$ cat config.mk
export PLATFORM = sky130hd
export DESIGN_NAME = reg_bank16
export DESIGN_NICKNAME = d
export VERILOG_FILES = /design/src/rtl/reg_bank16.sv
export SDC_FILE = /design/constraint.sdc
export NUM_CORES = 1
export LEC_CHECK = 0
export CAP_MARGIN = 5
export CORE_ASPECT_RATIO = 0.9
export CORE_MARGIN = 5
export CORE_UTILIZATION = 32
export DETAILED_ROUTE_END_ITERATION = 8
export PLACE_DENSITY = 0.57
export RECOVER_POWER = 100
export SLEW_MARGIN = 20
export SYNTH_ARGS = -nofsm -noshare
export SYNTH_HDL_FRONTEND = slang
export SYNTH_SLANG_ARGS = --single-unit
$ cat constraint.sdc
create_clock -name clk -period 31.6 [get_ports clk]
set_input_delay 6.32 -clock clk [delete_from_list [all_inputs] [get_ports clk]]
set_output_delay 6.32 -clock clk [all_outputs]
set_load 0.05 [all_outputs]
$ cat src/rtl/reg_bank16.sv
`default_nettype none
// ============================================================================
// Module   : reg_bank16
// Brief    : 16x32 register bank with byte-enable writes, one-entry-per-cycle
//            clear sweep and registered read select. Define REG_BANK_PARITY_EN
//            for per-entry even parity with fault injection.
// Revision : 1.0
// ============================================================================
module reg_bank16 #(
  parameter logic [31:0] RESET_VAL = 32'h0000_0000,
  parameter logic [15:0] WR_MASK   = 16'hFFFF
) (
  input  logic        clk,
  input  logic        rst,
  input  logic        wr_valid,
  output logic        wr_ready,
  input  logic [3:0]  wr_addr,
  input  logic [31:0] wr_data,
  input  logic [3:0]  wr_be,
  input  logic        clr_req,
  output logic        busy,
  input  logic [3:0]  rd_sel_in,
  output logic [3:0]  rd_sel_q,
  output logic [31:0] bank_out [15:0],
`ifdef REG_BANK_PARITY_EN
  input  logic        par_inj,
  output logic        par_err,
`endif
  output logic [15:0] dirty
);

  localparam logic [0:0] c_IDLE  = 1'b0;
  localparam logic [0:0] c_CLEAR = 1'b1;

  logic [0:0] r_state;
  logic [3:0] r_cnt;
  logic [3:0] r_rd_sel;
  logic       w_wr_acc;

  assign wr_ready = (r_state == c_IDLE);
  assign busy     = (r_state == c_CLEAR);
  assign w_wr_acc = wr_valid && wr_ready;
  assign rd_sel_q = r_rd_sel;

  always_ff @(posedge clk or posedge rst) begin
    if (rst) begin
      r_state <= c_IDLE;
      r_cnt   <= 4'd0;
    end else begin
      case (r_state)
        c_IDLE: begin
          if (clr_req) begin
            r_state <= c_CLEAR;
            r_cnt   <= 4'd0;
          end
        end
        c_CLEAR: begin
          // counter wraps back to 0 as the last entry is cleared
          r_cnt <= r_cnt + 4'd1;
          if (r_cnt == 4'd15) begin
            r_state <= c_IDLE;
          end
        end
        default: begin
          r_state <= c_IDLE;
          r_cnt   <= 4'd0;
        end
      endcase
    end
  end

  always_ff @(posedge clk or posedge rst) begin
    if (rst) begin
      r_rd_sel <= 4'd0;
    end else begin
      r_rd_sel <= rd_sel_in;
    end
  end

`ifdef REG_BANK_PARITY_EN
  logic [15:0] w_par;
  logic        r_par_err;

  assign par_err = r_par_err;

  always_ff @(posedge clk or posedge rst) begin
    if (rst) begin
      r_par_err <= 1'b0;
    end else begin
      r_par_err <= (^bank_out[r_rd_sel]) ^ w_par[r_rd_sel];
    end
  end
`endif

  for (genvar i = 0; i < 16; i++) begin : g_entry
    logic [31:0] r_word;
    logic        r_dirty;
    logic [31:0] w_merged;
    logic        w_wr_hit;
    logic        w_clr_hit;

    // read-only entries still complete the handshake but never change
    assign w_wr_hit  = w_wr_acc && (wr_addr == 4'(i)) && WR_MASK[i];
    assign w_clr_hit = (r_state == c_CLEAR) && (r_cnt == 4'(i));

    for (genvar k = 0; k < 4; k++) begin : g_byte
      assign w_merged[8*k +: 8] = wr_be[k] ? wr_data[8*k +: 8] : r_word[8*k +: 8];
    end

    always_ff @(posedge clk or posedge rst) begin
      if (rst) begin
        r_word  <= RESET_VAL;
        r_dirty <= 1'b0;
      end else if (w_clr_hit) begin
        r_word  <= RESET_VAL;
        r_dirty <= 1'b0;
      end else if (w_wr_hit) begin
        r_word <= w_merged;
        if (wr_be != 4'b0000) begin
          r_dirty <= 1'b1;
        end
      end
    end

    assign bank_out[i] = r_word;
    assign dirty[i]    = r_dirty;

`ifdef REG_BANK_PARITY_EN
    logic r_par;

    always_ff @(posedge clk or posedge rst) begin
      if (rst) begin
        r_par <= ^RESET_VAL;
      end else if (w_clr_hit) begin
        r_par <= ^RESET_VAL;
      end else if (w_wr_hit) begin
        r_par <= (^w_merged) ^ par_inj;
      end
    end

    assign w_par[i] = r_par;
`endif
  end

endmodule
`default_nettype wire

Word level (Yosys, flattened, before mapping)
Cells that the tools add are included.
{ "word_totals": {"register_bits": 537, "input_bits": 48, "output_inout_bits": 534, "elab_cells": 402} }
{ "classes": {"n_addsub": 1, "n_eq_ne": 31, "n_mux": 74, "bitwise": 1, "reduce_logical": 212} }
{ "ops": {"columns": ["cell", "count"], "rows": [
  ["$mux 32", 32],
  ["$reduce_bool 2->1", 96],
  ["$reduce_and 2->1", 80],
  ["$eq 4x4->1 const B", 16],
  ["$mux 1", 35],
  ["$logic_and 1x1->1", 33],
  ["$eq 4x3->1 const B", 8],
  ["$mux 8", 4],
  ["$eq 4x2->1 const B", 4],
  ["$eq 4x1->1 const B", 2],
  ["$logic_not 4->1", 2],
  ["$pmux 4 s2", 1],
  ["$add 4x1->4 const B", 1],
  ["$mux 4", 1],
  ["$reduce_bool 4->1", 1],
  ["$ne 2x1->1 const B", 1],
  ["$pmux 1 s2", 1],
  ["$not 1->1", 1]
]} }

Logic depth before layout (Yosys ltp)
Gate-level depths: netlist of the first run.
{ "depth": {"ltp_word": 5, "ltp_mapped": 7, "mapped_depth_nobuf": 5} }

Worst setup path after synthesis of the first run
Ideal clock, no wire load.
{ "synth_path": {"kind": "register to output", "from": "register r_state, in the netlist busy", "to": "output port wr_ready", "arrival_time_ns": 1.361, "required_time_ns": 25.280, "path_slack_ns": 23.919, "path_stages_with_launch": 4, "n_path_buf": 2, "cell_sequence": "dfrtp_1 buf_2 buf_2 inv_1"} }
{ "synth_between": {"elab_chain_len": 1} }
{ "synth_rtl": {"columns": ["item", "line_no", "source"], "rows": [
  ["start: declaration", "35", "logic [0:0] r_state;"],
  ["start signal: assignment", "47", "r_state <= c_IDLE;"],
  ["start signal: assignment", "53", "r_state <= c_CLEAR;"],
  ["start signal: assignment", "61", "r_state <= c_IDLE;"],
  ["$not 1->1", "40", "assign wr_ready = (r_state == c_IDLE);"],
  ["end: declaration", "16", "output logic wr_ready,"]
]} }
No other way between the ends.

==> summary.txt, run 1 <==
Cts bufs inserted = 59
Synth top area share = 58.8%
Die Width = 292 µm
Post-CTS Setup Repair Bufs = 0
Cell variety after synth = 34
R2R Path End = g_entry[2].r_word[17]
Crit Path Max Fanout = 178
Clock buffer depth = 3
Slew Limit Fails = 895
Syn Nets = 2569
Port bufs = 581
Share of cells above drive strength 1 = 5.00%
Sw Ratio = 50.4%
Worst r2r src = busy
Reg-to-reg slack, setup = 24530 ps
Clk Latency, worst-skew pair = 610 ps
Post-route ant nets = 0
Hold path depth = 1
Gate power share = 49.9%
DRC = 0
Setup crit start kind = primary input
CTS H-tree lvls = 2
Final hold violations = 0
Pre-antenna DRT Iters = 6
Clock Skew = 14.8 ps
All-Layer GR Usage = 23.7%
Number of flops mapped to enable cells by yosys = 0
Netlist Area Pre-Place = 22800 µm²
Initial antenna violation count = 5
Vias in the first global route = 20988
Gate Count Post-Synth = 2517
Die height = 263 µm
Num ports = 582
Relative slew slack = -536%
Iter 0 DRT Violations = 1915
Syn Area/Cell = 9.07 µm²
Min-Delay Endpoint = g_entry[5].r_dirty
Post-Route Setup TNS = 0 ps
Initial Utilization = 32.1%
Final net count = 2966
Clock share of power = 19.2%
Max Cap Violations = 13
RSZ-0062 raised after global routing = no
Pwr dens = 120 nW/µm²
DP Wirelength = 64500 µm
Vias per cell = 5.42
Failing checks = max-capacitance violations, max-slew violations
Place WS = 20580 ps
Area contributors post-synth = dfrtp_1 59%, nand3_1 11%, o21ai_0 10%
Final Critical Period = 17860 ps
Ys async rst share = 100%
Yosys reg bits = 537
Total Power = 0.00371 W
Total global routing overflow = 0
Peak supply drop = 0.0000720 V
Fin worst setup slack = 13740 ps
CTS tree = done
Clock tree root buffer cell = clkbuf_16
HP Class = flip-flop to flip-flop
Average routed wire per standard cell = 24.3 µm
Status = finished with violations
Kind of critical path = primary input to asynchronous set/reset pin
Number of cell rows = 93
Final setup violation count = 0
Core Footprint = 71200 µm²
# clock sinks = 537
Seq pwr share = 30.9%
R2R depth = 6
Top-count cell post-synth = dfrtp_1
Required @ worst endpoint = 29900 ps
CP Capture Type = asynchronous set/reset pin
First-pass GRT wire length = 141000 µm
Leak Pwr = 13.9 nW
Hold-fix buffers, CTS = 0
Worst-path clk slew = 60 ps
Power Internal = 0.00184 W
Global placement routability congestion = 0.850
Post-synthesis sequential area ratio = 58.8%
Main synth FF type = dfrtp_1
Total Wirelength = 95200 µm
Pin count of the biggest net entering global routing = 179
CTS-repair resized insts = 0
Die Area = 76800 µm²
WP data arrival = 16160 ps
Post-synth top cells = 537 x dfrtp_1, 517 x nand3_1, 516 x nand2_1
Synth area leader = dfrtp_1
Upper clock frequency limit = 56.0 MHz
Sw power = 0.00187 W
Min-delay src = g_entry[5].r_dirty
Routed vias = 21191
Final Cycle Share = 56.5%
Slew @ Worst Pin = 9540 ps
Warnings from Yosys = 0
Area grow syn2layout = 34.9%
Fill count = 6857
## cell families (layout without fill, tap and decap cells)
kind of cell	count (synthesis)	count (layout)	share of synthesized area (%)
muxes	1	1	0.0438
AOI/OAI and AO/OA	533	533	12.0
adders and majority gates	4	4	0.219
buffers and inverters	288	732	5.40
other	0	2	0
DFF	537	537	58.8
and+or+nand+nor	1154	1154	23.5
## through the flow
stage          area [µm²]  std cells  utilization [%]  hold slack [ps]
5_1_grt             30800       3912             43.3              527
3_3_place_gp        29000       3803             40.7              486
2_1_floorplan       22800       2517                -              467
6_report            30800       3913             43.3              501
4_1_cts             31000       3911             43.6              507
3_5_place_dp        29000       3803             40.7              487
## flip-flops by register name, indices dropped and copies added (netlist names)
name / flops
g_entry.r_dirty: 16
g_entry.r_word: 512
busy: 1
rd_sel_q: 4
r_cnt: 4
## power groups by stage
stage	combinational (W)	sequential, W	clock [W]
after CTS	0.00197	0.00116	0.000727
after floorplan	0.000317	0.00204	0
final	0.00185	0.00115	0.000714
after detailed placement	0.00197	0.00116	0
after global placement	0.00195	0.00116	0
after global routing	0.00194	0.00118	0.000755
## layer usage
metal / global-route usage, % / share of wire [%] / vias up
met3: 5.40 / 8.2 / 222
met5: 0 / 0.0074 / -
met2: 38.6 / 48 / 1026
met1: 30.3 / 39 / 10595
li1: - / - / 9346
met4: 10.4 / 4.6 / 2
## cell usage in the layout (no fill, tap or decap), drive strengths merged, types with 6 or more instances in the layout
cell	instances
dlygate4sd3	544
dfrtp	537
nand3	517
nand2	516
o21ai	515
clkbuf	97
nor2	50
clkdlybuf4s50	34
buf	29
a22o	16
and2	16
clkinv	15
nand4b	9
nand3b	8
and3b	8
nor3b	6
nand4bb	6
## layout make-up
| cell class | instances | area (µm²) | share of cell area [%] |
|---|---|---|---|
| flip-flops and latches | 537 | 13400 | 43.6 |
| inverters | 4 | 16.3 | 0.0528 |
| diodes | 2 | 5.00 | 0.0162 |
| clock inverters | 24 | 256 | 0.832 |
| repair buffers | 620 | 6040 | 19.6 |
| multi-input cells | 1692 | 8110 | 26.3 |
| clock buffers | 84 | 1750 | 5.69 |
| well taps | 950 | 1190 | 3.86 |
## worst max-delay path by stage
stage	startpoint	end	slack, ps
4_1_cts	rst	g_entry[15].r_word[26]	21260
6_report	rst	g_entry[14].r_dirty	13740
5_1_grt	rst	g_entry[15].r_word[17]	11190
3_5_place_dp	rst	g_entry[11].r_word[28]	20580
2_1_floorplan	rst	busy	10270
3_3_place_gp	rst	g_entry[11].r_word[25]	20740
## worst max-delay path: stages
cell,delay [ps]
dlygate4sd3_1,550
clkinvlp_2,2120
clkbuf_1,6790
(Power assumes the default switching activity.)
==> inputs of run 2 (changes only) <==
--- a/config.mk
+++ b/config.mk
@@ -10,7 +10,7 @@
 export CORE_MARGIN = 5
 export CORE_UTILIZATION = 32
 export DETAILED_ROUTE_END_ITERATION = 8
-export PLACE_DENSITY = 0.57
+export PLACE_DENSITY = 0.59
 export RECOVER_POWER = 100
 export SLEW_MARGIN = 20
 export SYNTH_ARGS = -nofsm -noshare
==> constraint.sdc (replaced) <==
create_clock -name clk -period 14.5 [get_ports clk]
set_input_delay 2.9 -clock clk [delete_from_list [all_inputs] [get_ports clk]]
set_output_delay 2.9 -clock clk [all_outputs]
set_load 0.05 [all_outputs]
==> run 2 against run 1 <==
Against the previous run: the run still ends with max-capacitance violations, max-slew violations left; global-route usage rose by 0.36 points; setup slack lost 8500 ps; combinational power grew 120%; via count shrank 0.26%; total power grew 120%; sequential share of layout area is 0.32 points lower; critical path type is now primary input to flip-flop; utilization grew 0.32 points; die area unchanged; cell area increased by 0.73%.
==> summary.txt, run 2 (synthesized netlist as in run 1, its figures left out) <==
Status = finished with violations
Failing checks = max-capacitance violations, max-slew violations
DRC = 0 (unchanged)
Final net count = 2971 (+0.17%)
Iter 0 DRT Violations = 1969 (+2.8%)
Kind of critical path = primary input to flip-flop
Pwr dens = 262 nW/µm² (+120%)
CTS tree = done
Number of flip-flops in the largest register = 512 (unchanged)
Required @ worst endpoint = 14950 ps (-14950 ps)
Num ports = 582 (unchanged)
Clock tree root buffer cell = clkbuf_16
Vias per cell = 5.39 (-0.42%)
Leak Pwr = 14.0 nW (+0.50%)
Fin worst setup slack = 5220 ps (-8520 ps)
Setup crit start kind = primary input
Post-CTS Setup Repair Bufs = 0 (unchanged)
Average routed wire per standard cell = 24.6 µm (+1.0%)
Die Area = 76800 µm² (unchanged)
Cts bufs inserted = 57 (-3.4%)
Area grow syn2layout = 35.9%
Die height = 263 µm (unchanged)
# clock sinks = 537 (unchanged)
Vias in the first global route = 20918 (-0.33%)
Core Footprint = 71200 µm² (unchanged)
Post-route ant nets = 0 (unchanged)
Clk Latency, worst-skew pair = 610 ps (about the same)
WP data arrival = 9730 ps (-6430 ps)
Global placement routability congestion = 0.823 (-3.2%)
Final hold violations = 0 (unchanged)
All-Layer GR Usage = 24.0% (+0.36 points)
Share of cells above drive strength 1 = 5.50% (+0.50 points)
Final Cycle Share = 64.0%
DP Wirelength = 64900 µm (+0.67%)
Post-Route Setup TNS = 0 ps (unchanged)
Slew @ Worst Pin = 6860 ps (-2680 ps)
Pin count of the biggest net entering global routing = 171 (-4.5%)
Total Wirelength = 96300 µm (+1.2%)
Port bufs = 581 (unchanged)
CP Capture Type = flip-flop
Pre-antenna DRT Iters = 6 (unchanged)
Total Power = 0.00812 W (+120%)
Upper clock frequency limit = 108 MHz
Number of cell rows = 93 (unchanged)
Slew Limit Fails = 761 (-15%)
Top reg by flops = g_entry.r_word
Initial antenna violation count = 2 (-3)
Regs by FF count = g_entry.r_word (512), g_entry.r_dirty (16)
Final setup violation count = 0 (unchanged)
Clock buffer depth = 3 (unchanged)
Initial Utilization = 32.1% (unchanged)
Routed vias = 21135 (-0.26%)
Relative slew slack = -358% (+180 points)
Peak supply drop = 0.000169 V (+130%)
Max Cap Violations = 13 (unchanged)
Most frequent cells in the layout = 543 x dlygate4sd3_1, 537 x dfrtp_1, 517 x nand3_1
CTS H-tree lvls = 2 (unchanged)
CTS-repair resized insts = 0 (unchanged)
RSZ-0062 raised after global routing = no
Die Width = 292 µm (unchanged)
Hold-fix buffers, CTS = 0 (unchanged)
First-pass GRT wire length = 143000 µm (+1.6%)
Place WS = 8410 ps (-12170 ps)
Clock Skew = 12.3 ps (-2.55 ps)
Final Critical Period = 9280 ps
Total global routing overflow = 0 (unchanged)
HP Class = flip-flop to flip-flop
Worst-path clk slew = 60 ps (about the same)
Commonest non-fill, non-tap cell in the layout = dlygate4sd3_1
Crit Path Max Fanout = 136 (-24%)
## run 2: cell count changes in the layout (fill, tap and decap cells not counted), moves of 3 or more
cell / delta
buf_4: +3
clkbuf_8: -3
nand4bb_4: +3
nor2_1: -9
o21ai_1: -6
o21ai_0: +6
bufinv_16: +3
nor2_4: +9
## run 2: layout make-up
type                            instances  area (µm²)
Antenna cell                            3        7.51
Clock buffer                           79        1660
Clock inverter                         27         352
Fill cell                            6916       40200
Inverter                                4        16.3
Multi-Input combinational cell       1692        8240
Sequential cell                       537       13400
Tap cell                              950        1190
Timing Repair Buffer                  627        6140
## run 2: metal layers
metal	vias to the layer above	GRT usage, %	share of wire [%]
met5	-	0	0.010
met4	2	9.72	4.4
met3	205	5.20	7.5
met2	1015	39.5	48
met1	10562	31.1	40
li1	9351	-	-
## run 2: power by group
group / internal [W] / leakage (nW) / switching [W] / total, W
logic: 0.00101 / 5.81 / 0.00307 / 0.00408
clock network: 0.000941 / 0.998 / 0.000632 / 0.00157
registers: 0.00209 / 7.21 / 0.000377 / 0.00247
total: 0.00404 / 14.0 / 0.00408 / 0.00812
## run 2: through the flow
stage	utilization (%)	std cells	hold slack, ps	instance area (µm²)
5_1_grt	43.6	3917	516	31000
3_3_place_gp	40.8	3806	490	29100
3_5_place_dp	40.9	3808	481	29100
4_1_cts	43.7	3914	509	31100
6_report	43.6	3919	507	31000
2_1_floorplan	-	2517	467	22800
## run 2: worst max-delay path, cell delays in order
cell	delay, ps
dlygate4sd3_1	680
nor4bb_1	360
clkbuf_1	4790
and2_0	710
o21ai_0	170
## run 2: worst paths after layout
check | startpoint | endpoint | slack [ps] | cells past startpoint
max | wr_addr[1] | g_entry[2].r_word[15] | 5220 | 5
min | g_entry[11].r_dirty | g_entry[11].r_dirty | 510 | 1
max reg2reg | busy | g_entry[2].r_word[15] | 7220 | 5
min reg2reg | g_entry[11].r_dirty | g_entry[11].r_dirty | 510 | 1
max in group asynchronous | rst | g_entry[9].r_word[27] | 6540 | 5
min in group asynchronous | rst | g_entry[5].r_word[0] | 2940 | 3
